`src/rtl/dma_mc_pkg.sv`:
```
// Shared definitions for the multi-channel DMA: engine state encoding and
// the channel-index width derivation used by every module in the block.
package dma_mc_pkg;

  typedef enum logic [1:0] {
    ST_IDLE    = 2'd0,
    ST_START   = 2'd1,
    ST_PROCESS = 2'd2,
    ST_DONE    = 2'd3
  } dma_state_t;

  // Channel index width; a single channel still needs one bit of index.
  function automatic int calc_ch_w(input int n);
    if (n <= 1) begin
      return 1;
    end else begin
      return $clog2(n);
    end
  endfunction

endpackage

```
`src/rtl/dma_mc_engine.sv`:
```
// One transfer engine (used for both the read and the write direction):
// arbitrates the channel requests, latches the winner's address/length,
// handshakes the burst start/done with the AXI master and counts beats.
// The caller supplies beat_avail (data or space present for the owner).
module dma_mc_engine
  import dma_mc_pkg::*;
#(
  parameter int NUM_CH     = 2,
  parameter int ADDR_WIDTH = 32,
  parameter int LEN_WIDTH  = 8,
  parameter int CH_W       = calc_ch_w(NUM_CH)
) (
  input  logic                         clk,
  input  logic                         rst,
  input  logic [NUM_CH-1:0]            req,
  input  logic [NUM_CH*ADDR_WIDTH-1:0] addr_in,
  input  logic [NUM_CH*LEN_WIDTH-1:0]  len_in,
  input  logic                         rcv_start,
  input  logic                         master_done,
  input  logic                         beat_avail,
  output logic                         start,
  output logic [ADDR_WIDTH-1:0]        tgt_addr,
  output logic [LEN_WIDTH-1:0]         tgt_len,
  output logic [CH_W-1:0]              ch,
  output logic                         beat_fire,
  output logic                         beat_last,
  output logic [NUM_CH-1:0]            done
);

  dma_state_t            state;
  dma_state_t            next_state;
  logic                  accept;
  logic [NUM_CH-1:0]     grant;
  logic [CH_W-1:0]       grant_idx;
  logic                  any;
  logic [ADDR_WIDTH-1:0] sel_addr;
  logic [LEN_WIDTH-1:0]  sel_len;
  logic [ADDR_WIDTH-1:0] addr_q;
  logic [LEN_WIDTH-1:0]  len_q;
  logic [CH_W-1:0]       ch_q;
  // One extra bit so a maximum-length burst counts to len+1 without wrapping.
  logic [LEN_WIDTH:0]    beat_cnt;
  logic [LEN_WIDTH:0]    len_ext;
  logic                  active;
  logic                  all_beats;

  rr_arbiter #(
    .NUM_CH (NUM_CH),
    .CH_W   (CH_W)
  ) u_arb (
    .clk       (clk),
    .rst       (rst),
    .req       (req),
    .accept    (accept),
    .grant     (grant),
    .grant_idx (grant_idx),
    .any       (any)
  );

  // AND-OR mux of the winner's address and length from the one-hot grant.
  always_comb begin
    sel_addr = '0;
    sel_len  = '0;
    for (int i = 0; i < NUM_CH; i++) begin
      if (grant[i]) begin
        sel_addr = sel_addr | addr_in[i*ADDR_WIDTH +: ADDR_WIDTH];
        sel_len  = sel_len | len_in[i*LEN_WIDTH +: LEN_WIDTH];
      end else begin
        sel_addr = sel_addr;
      end
    end
  end

  assign len_ext   = {1'b0, len_q};
  assign active    = (state == ST_PROCESS) || (state == ST_DONE);
  assign all_beats = (beat_cnt == (len_ext + (LEN_WIDTH+1)'(1)));
  assign beat_fire = active && beat_avail && (beat_cnt <= len_ext);
  assign beat_last = beat_fire && (beat_cnt == len_ext);
  assign start     = (state == ST_START);
  assign tgt_addr  = addr_q;
  assign tgt_len   = len_q;
  assign ch        = ch_q;

  // Next-state logic; the completion pulse fires on the DONE->IDLE cycle.
  always_comb begin
    next_state = state;
    accept     = 1'b0;
    done       = '0;
    case (state)
      ST_IDLE: begin
        if (any && !master_done) begin
          accept     = 1'b1;
          next_state = ST_START;
        end else begin
          next_state = ST_IDLE;
        end
      end
      ST_START: begin
        if (rcv_start) begin
          next_state = ST_PROCESS;
        end else begin
          next_state = ST_START;
        end
      end
      ST_PROCESS: begin
        if (master_done) begin
          next_state = ST_DONE;
        end else begin
          next_state = ST_PROCESS;
        end
      end
      ST_DONE: begin
        if (!master_done && all_beats) begin
          next_state = ST_IDLE;
          done[ch_q] = 1'b1;
        end else begin
          next_state = ST_DONE;
        end
      end
      default: begin
        next_state = ST_IDLE;
      end
    endcase
  end

  // State, burst parameters and beat counter; latched only on a grant.
  always_ff @(posedge clk) begin
    if (rst) begin
      state    <= ST_IDLE;
      addr_q   <= '0;
      len_q    <= '0;
      ch_q     <= '0;
      beat_cnt <= '0;
    end else begin
      state <= next_state;
      if (accept) begin
        addr_q   <= sel_addr;
        len_q    <= sel_len;
        ch_q     <= grant_idx;
        beat_cnt <= '0;
      end else if (beat_fire) begin
        beat_cnt <= beat_cnt + (LEN_WIDTH+1)'(1);
      end else begin
        beat_cnt <= beat_cnt;
      end
    end
  end

endmodule

```
`src/rtl/dma_mc_rr_arbiter.sv`:
```
// Round-robin arbiter: searches from the rotating pointer for the first
// active request and advances the pointer past the winner when accepted.
module rr_arbiter
  import dma_mc_pkg::*;
#(
  parameter int NUM_CH = 2,
  parameter int CH_W   = calc_ch_w(NUM_CH)
) (
  input  logic              clk,
  input  logic              rst,
  input  logic [NUM_CH-1:0] req,
  input  logic              accept,
  output logic [NUM_CH-1:0] grant,
  output logic [CH_W-1:0]   grant_idx,
  output logic              any
);

  logic [CH_W-1:0] ptr;
  logic [CH_W-1:0] idx;

  // Index base+off wrapped into 0..NUM_CH-1 (off never exceeds NUM_CH).
  function automatic logic [CH_W-1:0] wrap_idx(input logic [CH_W-1:0] base, input int off);
    int s;
    s = int'(base) + off;
    if (s >= NUM_CH) begin
      s = s - NUM_CH;
    end else begin
      s = s;
    end
    return CH_W'(s);
  endfunction

  // Pick the first requester at or after the pointer, wrapping around.
  always_comb begin
    grant     = '0;
    grant_idx = '0;
    any       = 1'b0;
    idx       = '0;
    for (int i = 0; i < NUM_CH; i++) begin
      idx = wrap_idx(ptr, i);
      if (!any && req[idx]) begin
        any        = 1'b1;
        grant_idx  = idx;
        grant[idx] = 1'b1;
      end else begin
        any = any;
      end
    end
  end

  // Pointer moves to the channel after the accepted winner.
  always_ff @(posedge clk) begin
    if (rst) begin
      ptr <= '0;
    end else if (accept && any) begin
      ptr <= wrap_idx(grant_idx, 1);
    end else begin
      ptr <= ptr;
    end
  end

endmodule

```
`src/rtl/dma_mc.sv`:
```
// Multi-channel DMA front end for one AXI master: an independent read
// engine (drains master2dma FIFO to the owning channel) and write engine
// (moves the owning channel's source data into the dma2master FIFO).
module dma_mc
  import dma_mc_pkg::*;
#(
  parameter int NUM_CH     = 2,
  parameter int ADDR_WIDTH = 32,
  parameter int DATA_WIDTH = 32,
  parameter int LEN_WIDTH  = 8,
  parameter int CH_W       = calc_ch_w(NUM_CH)
) (
  input  logic                         cpu_clk,
  input  logic                         cpu_rst,
  input  logic [NUM_CH-1:0]            rd_req,
  input  logic [NUM_CH*ADDR_WIDTH-1:0] rd_addr,
  input  logic [NUM_CH*LEN_WIDTH-1:0]  rd_len,
  output logic [NUM_CH-1:0]            rd_done,
  output logic                         rd_data_valid,
  output logic [DATA_WIDTH-1:0]        rd_data,
  output logic [CH_W-1:0]              rd_data_ch,
  output logic                         rd_data_last,
  output logic                         axi_master_read_start,
  input  logic                         axi_master_rcv_read_start,
  input  logic                         axi_master_read_done,
  output logic [ADDR_WIDTH-1:0]        axi_master_target_read_addr,
  output logic [LEN_WIDTH-1:0]         axi_master_target_read_burst_len,
  output logic                         master2dma_afifo_rpull,
  input  logic                         master2dma_afifo_rempty,
  input  logic [DATA_WIDTH-1:0]        master2dma_afifo_rdata,
  input  logic [NUM_CH-1:0]            wr_req,
  input  logic [NUM_CH*ADDR_WIDTH-1:0] wr_addr,
  input  logic [NUM_CH*LEN_WIDTH-1:0]  wr_len,
  output logic [NUM_CH-1:0]            wr_done,
  output logic [NUM_CH-1:0]            wr_src_pull,
  input  logic [NUM_CH-1:0]            wr_src_empty,
  input  logic [NUM_CH*DATA_WIDTH-1:0] wr_src_data,
  output logic                         axi_master_write_start,
  input  logic                         axi_master_rcv_write_start,
  input  logic                         axi_master_write_done,
  output logic [ADDR_WIDTH-1:0]        axi_master_target_write_addr,
  output logic [LEN_WIDTH-1:0]         axi_master_target_write_burst_len,
  output logic                         dma2master_afifo_wpush,
  output logic [DATA_WIDTH-1:0]        dma2master_afifo_wdata,
  input  logic                         dma2master_afifo_wfull
);

  logic            rd_fire;
  logic            rd_last;
  logic [CH_W-1:0] rd_ch;
  logic            wr_fire;
  logic            wr_last;
  logic [CH_W-1:0] wr_ch;
  logic            wr_avail;

  dma_mc_engine #(
    .NUM_CH     (NUM_CH),
    .ADDR_WIDTH (ADDR_WIDTH),
    .LEN_WIDTH  (LEN_WIDTH),
    .CH_W       (CH_W)
  ) u_rd (
    .clk         (cpu_clk),
    .rst         (cpu_rst),
    .req         (rd_req),
    .addr_in     (rd_addr),
    .len_in      (rd_len),
    .rcv_start   (axi_master_rcv_read_start),
    .master_done (axi_master_read_done),
    .beat_avail  (!master2dma_afifo_rempty),
    .start       (axi_master_read_start),
    .tgt_addr    (axi_master_target_read_addr),
    .tgt_len     (axi_master_target_read_burst_len),
    .ch          (rd_ch),
    .beat_fire   (rd_fire),
    .beat_last   (rd_last),
    .done        (rd_done)
  );

  // A write beat needs both FIFO space and data in the owner's source.
  assign wr_avail = !dma2master_afifo_wfull && !wr_src_empty[wr_ch];

  dma_mc_engine #(
    .NUM_CH     (NUM_CH),
    .ADDR_WIDTH (ADDR_WIDTH),
    .LEN_WIDTH  (LEN_WIDTH),
    .CH_W       (CH_W)
  ) u_wr (
    .clk         (cpu_clk),
    .rst         (cpu_rst),
    .req         (wr_req),
    .addr_in     (wr_addr),
    .len_in      (wr_len),
    .rcv_start   (axi_master_rcv_write_start),
    .master_done (axi_master_write_done),
    .beat_avail  (wr_avail),
    .start       (axi_master_write_start),
    .tgt_addr    (axi_master_target_write_addr),
    .tgt_len     (axi_master_target_write_burst_len),
    .ch          (wr_ch),
    .beat_fire   (wr_fire),
    .beat_last   (wr_last),
    .done        (wr_done)
  );

  // Read beats pass straight from the FIFO; data is zeroed between beats.
  assign master2dma_afifo_rpull = rd_fire;
  assign rd_data_valid          = rd_fire;
  assign rd_data                = rd_fire ? master2dma_afifo_rdata : '0;
  assign rd_data_ch             = rd_ch;
  assign rd_data_last           = rd_last;

  // Write beats pop only the owner's source buffer.
  assign wr_src_pull            = wr_fire ? (NUM_CH'(1) << wr_ch) : '0;
  assign dma2master_afifo_wpush = wr_fire;
  assign dma2master_afifo_wdata = wr_fire ? wr_src_data[wr_ch*DATA_WIDTH +: DATA_WIDTH] : '0;

endmodule

```
`config.mk`:
```
export PLATFORM = sky130hd
export DESIGN_NAME = dma_mc
export DESIGN_NICKNAME = d
export VERILOG_FILES = /design/src/rtl/dma_mc_pkg.sv /design/src/rtl/dma_mc_engine.sv /design/src/rtl/dma_mc_rr_arbiter.sv /design/src/rtl/dma_mc.sv
export SDC_FILE = /design/constraint.sdc
export NUM_CORES = 1
export LEC_CHECK = 0
export CAP_MARGIN = 15
export CORE_AREA = 2 2 168 170
export CTS_BUF_LIST = sky130_fd_sc_hd__clkbuf_8
export CTS_CLUSTER_DIAMETER = 50
export CTS_CLUSTER_SIZE = 12
export DETAILED_ROUTE_END_ITERATION = 6
export DIE_AREA = 0 0 170 172
export GPL_TIMING_DRIVEN = 0
export HOLD_SLACK_MARGIN = 0.15
export PLACE_DENSITY = 0.56
export SLEW_MARGIN = 20
export SYNTH_ARGS = -nofsm -noshare
export SYNTH_HDL_FRONTEND = slang
export SYNTH_SLANG_ARGS = --single-unit
```
`constraint.sdc`:
```
create_clock -name cpu_clk -period 4.1 [get_ports cpu_clk]
set_input_delay 0.82 -clock cpu_clk [delete_from_list [all_inputs] [get_ports cpu_clk]]
set_output_delay 0.82 -clock cpu_clk [all_outputs]
set_load 0.005 [all_outputs]
```
# Word-level counts from Yosys, hierarchy flattened
# Cells that the tools add are included.
dict set report word_totals {
  output_inout_bits 157
  regBits 106
}
dict set report classes {
  mux 69
  bitwise_logic 6
  addsub 14
  n_reduce_logical 33
  order_cmp 20
  shifts 2
  n_eq_ne 9
}
# cell n
set op_table {}
lappend op_table {{$mux 32} 6}
lappend op_table {{$or 32x32->32} 2}
lappend op_table {{$shiftx 64x7->32} 1}
lappend op_table {{$mux 1} 38}
lappend op_table {{$mux 8} 4}
lappend op_table {{$mux 2} 13}
lappend op_table {{$logic_and 1x1->1} 20}
lappend op_table {{$add 8x1->9 const B} 2}
lappend op_table {{$add 9x1->9 const B} 2}
lappend op_table {{$eq 9x9->1} 2}
lappend op_table {{$le 9x8->1} 2}
lappend op_table {{$or 8x8->8} 2}
lappend op_table {{$pmux 2 s4} 2}
lappend op_table {{$lt 1x2->1 const B} 6}
lappend op_table {{$eq 9x8->1} 1}
lappend op_table {{$add 1x1->2 const B} 4}
lappend op_table {{$eq 2x2->1 const B} 4}
lappend op_table {{$ge 2x2->1 const B} 4}
lappend op_table {{$logic_not 1->1} 7}
lappend op_table {{$demux 1 s1} 6}
lappend op_table {{$ge 1x1->1 const B} 6}
lappend op_table {{$sub 1x1->1 const B} 6}
lappend op_table {{$eq 2x1->1 const B} 2}
lappend op_table {{$ge 1x2->1 const B} 2}
lappend op_table {{other kinds (5)} 9}

# Longest topological paths before layout
dict set report depth {
  ltp_word 12
  mapped_depth 9
  ltp_nobuf 7
}

# By module
# Synthesis repeated with hierarchy kept, for this count alone.
dict set report unflattened {
  hier_cells 775
  hier_area_um2 6426.2
}
# mod cells_per_inst instances seq_area_each_um2 area_per_inst_um2
set by_module_without_submodules {}
lappend by_module_without_submodules {{dma_mc_engine (u_wr)} 326 1 1041.0 2717.6}
lappend by_module_without_submodules {{dma_mc_engine (u_rd)} 319 1 1041.0 2698.8}
lappend by_module_without_submodules {dma_mc 112 1 0.0 852.1}
lappend by_module_without_submodules {rr_arbiter 9 2 20.0 78.8}

# Least setup slack after synthesis
# OpenSTA, ideal clock, no wires.
dict set report synth_timing {
  kind {in2out}
  from {input port master2dma_afifo_rempty}
  to {output port rd_data[22]}
  t_arrival_ps 2349
  path_slack_ps 931
  required_ps 3280
  cell_stages 6
  path_cell_list {or3b_1 a2111oi_2 o211ai_1 nand2_1 buf_2 and2_1}
}
dict set report synth_via {
  elab_chain_len 4
}
# element line
set synth_rtl {}
lappend synth_rtl {{start, declared} dma_mc.sv:29} ;# input logic master2dma_afifo_rempty,
lappend synth_rtl {{$logic_not 1->1} dma_mc.sv:69} ;# .beat_avail (!master2dma_afifo_rempty),
lappend synth_rtl {{$logic_and 1x1->1 (2 in a row)} dma_mc_engine.sv:77} ;# assign beat_fire = active && beat_avail && (beat_cnt <= len_ext);
lappend synth_rtl {{net master2dma_afifo_rpull} dma_mc.sv:28} ;# output logic master2dma_afifo_rpull,
lappend synth_rtl {{$mux 32} dma_mc.sv:108} ;# assign rd_data = rd_fire ? master2dma_afifo_rdata : '0;
lappend synth_rtl {{end, declared} dma_mc.sv:20} ;# output logic [DATA_WIDTH-1:0] rd_data,
# The timed path passes the listed nets, and every way through them passes these cells.

# Worst setup path in the final report
dict set report layout_timing {
  from {input port axi_master_write_done}
  to {output port wr_done[1]}
}
dict set report layout_via {
  elab_chain_len 4
}
# element line
set layout_rtl {}
lappend layout_rtl {{start, declared} dma_mc.sv:40} ;# input logic axi_master_write_done,
lappend layout_rtl {{$logic_not 1->1} dma_mc_engine.sv:113} ;# if (!master_done && all_beats) begin
lappend layout_rtl {{$logic_and 1x1->1} dma_mc_engine.sv:113}
lappend layout_rtl {{$mux 2} dma_mc_engine.sv:113}
lappend layout_rtl {{$mux 2} dma_mc_engine.sv:89} ;# case (state)
lappend layout_rtl {{end, declared} dma_mc.sv:34} ;# output logic [NUM_CH-1:0] wr_done,
# Every way passes these cells.

==> impl_metrics.tcl <==
set metrics [dict create \
    cts_tree "built" \
    h-tree-depth 3 \
    synthArstFlopShare_pct 0 \
    drv_cap 0 \
    slew_violations 0 \
    crit_path_frequent_cell "clkdlybuf4s50_1" \
    finalCritPeriodShare_pct 97.6 \
    tightest_slew_ns 0.772 \
    die_area_sq_mm 0.0292 \
    crit_chain "clkdlybuf4s50_1 -> or4_4 -> or4b_4 -> nor4_2 -> clkdlybuf4s50_1" \
    chipHeight_um 172 \
    first_global_vias 7140 \
    end_kind "primary output" \
    status "complete, no violations" \
    vias 7483 \
    synth_cell_types 63 \
    syn_nets 1043 \
    cts_sinks 106 \
    clk_path_buf_depth 2 \
    nFillCells 2788 \
    port_buffers 426 \
    cts_made_buffers 9 \
    drtIter0Drc 312 \
    powerDensity_mw_per_mm2 253 \
    hold_path.class "reg2reg" \
    critPathTopFamily "simple AND/OR/NAND/NOR gates" \
    die_w_um 170 \
    max_slew_margin_pct 48.5 \
    path_max_fanout 3 \
    clkLatencyLatePin_ns 0.39 \
    drtAntennaViolNets 0 \
    crit_arrival_ns 3.18 \
    fmax_ghz 0.250 \
    setup_tns_ns 0 \
    dp_hpwl_mm 22.8 \
    synth-main-ff-cell "dfxtp_1" \
    slowest_stage "clkdlybuf4s50_1" \
    io_pins 427 \
    grt_pass1_wl_mm 41.0 \
    top_layer_used "met4" \
    wl_mm 27.9 \
    finalPower_mw 2.88 \
    layout_common_cells "clkdlybuf4s50_1, dfxtp_1, nor2_1" \
    synth_edf_count 0 \
    synth_area_sq_mm 0.00633 \
    gp_congestion 0.820 \
    max_stage_delay_ns 0.56 \
    yosysWarnings 0 \
    rows 61 \
    setup-violations-final 0 \
    worstSetupStartpointType "input pin" \
    rsz0062_at_grt "no" \
    ir_drop_mv 0.138 \
    initial_core_util_pct 23.0 \
    overflow 0 \
    wl_met3_mm 2.30 \
    core_area_sq_mm 0.0275 \
    syn_inst 753 \
    drive_gt1_share_pct 5.18 \
    path_buf_inv 2 \
    drc 0 \
    leakagePower_nw 4.22 \
    wl_met2_mm 13.8 \
    via_per_inst 4.84 \
    routedWlPerCell_um 18.0 \
    ys_seq_area_share_pct 33.5 \
    fin_worst_skew_ns 0.0152 \
    hold_viol 0 \
    critical_path_class "in2out" \
    syn_to_final_growth_pct 79.8 \
    wl_met1_mm 11.4 \
    drt-pass1-iter-count 5 \
    final_common_cell "clkdlybuf4s50_1" \
    critPathRequiredTime_ns 3.28 \
    clkTransAtPathRegs_ns 0.12 \
    antenna_found_initial 5 \
    final_net_count 1482 \
    grt_max_degree 19 \
    fin_crit_ns 4.00 \
    syn_avg_cell_area_sq_um 8.40 \
    grtUsageTotal_pct 18.1 \
    root_buffer "clkbuf_8" \
    yosys_register_bits 106 \
]
==> worst reg2reg max path: cells and delay by family (launching register included) <==
| family | cells | cell delay (ns) |
|---|---|---|
| compound gates | 1 | 0.38 |
| simple gates | 3 | 0.87 |
| flops | 1 | 0.39 |
| buf+inv | 2 | 0.97 |
==> cell usage after synthesis, drive strengths merged (20+ instances only) <==
cell / number / share of area (%)
a22o: 34 / 4.7
a221oi: 41 / 5.7
mux2i: 55 / 8.7
clkbuf: 48 / 3.0
nor3: 38 / 3.0
nand2: 33 / 2.0
a21oi: 26 / 2.1
and2: 35 / 3.5
nor2: 85 / 5.0
dfxtp: 106 / 34
ha: 20 / 4.0
a211oi: 51 / 6.0
inv: 25 / 1.5
==> repair_timing <==
item | CTS | global route
hold buffers | 0 | 0
resized for setup | 28 | 20
setup buffers | 2 | 1
pin swaps | 4 | 5
endpoints found under the setup margin | 72 | 65
==> metrics by stage <==
step	instance area (sq um)	hold slack (ns)	worst slack, ns	util, %	instances
after floorplan	6330	0.455	0.931	-	753
final	11400	0.500	0.0964	41.4	1547
after detailed placement	11000	0.486	-0.360	40.1	1525
after global placement	11000	0.473	-0.388	40.1	1525
after global routing	11400	0.518	0.00336	41.4	1546
after CTS	11300	0.504	0.00303	41.1	1541
==> metal layers <==
layer / GRT usage (%) / vias to the layer above
li1: - / 3700
met1: 21.3 / 3459
met2: 32.0 / 303
met3: 4.67 / 21
met4: 6.09 / 0
met5: 0 / -
==> power by group <==
group / switching [mW] / internal, mW
clock network: 0.408 / 0.228
logic: 0.440 / 0.597
registers: 0.0814 / 1.13
==> kinds of logic after synthesis <==
kind of cell	Yosys count	synth area share, %
xor gates and xnor gates	14	2.06
muxes	55	8.70
DFF	106	33.5
adders and majority gates	20	3.95
buffers and inverters	83	5.32
AOI/OAI and AO/OA	200	24.3
and+or+nand+nor	275	22.2
==> layout make-up <==
type,count,area [sq um],area share (%)
Inverter,25,93.8,0.825
Sequential cell,106,2140,18.8
Multi-Input combinational cell,564,3970,34.9
Clock buffer,9,124,1.09
Timing Repair Buffer,429,4290,37.7
Clock inverter,6,50.0,0.440
Tap cell,346,433,3.80
Buffer,57,268,2.35
Antenna cell,5,12.5,0.110
==> path summary, 6_finish.rpt <==
check / endpoint / start / cells past startpoint / slack, ns
worst max-delay path: wr_done[1] / axi_master_write_done / 5 / 0.1
worst min-delay path: u_rd.tgt_addr[9]$_SDFFE_PP0P_ / u_rd.tgt_addr[9]$_SDFFE_PP0P_ / 2 / 0.50
worst max register to register: u_rd.tgt_addr[22]$_SDFFE_PP0P_ / u_rd.state[1]$_SDFF_PP0_ / 6 / 1.42
worst min register to register: u_rd.tgt_addr[9]$_SDFFE_PP0P_ / u_rd.tgt_addr[9]$_SDFFE_PP0P_ / 2 / 0.50
==> registers in the layout, indices dropped and copies added, names as in the netlist, 2 cells and up <==
signal and cells:
u_wr.beat_cnt 9, u_wr.state 2, u_rd.tgt_len 8, u_rd.tgt_addr 32, u_wr.tgt_addr 32, u_rd.state 2
u_rd.beat_cnt 9, u_wr.tgt_len 8
(Power assumes the default switching activity.)
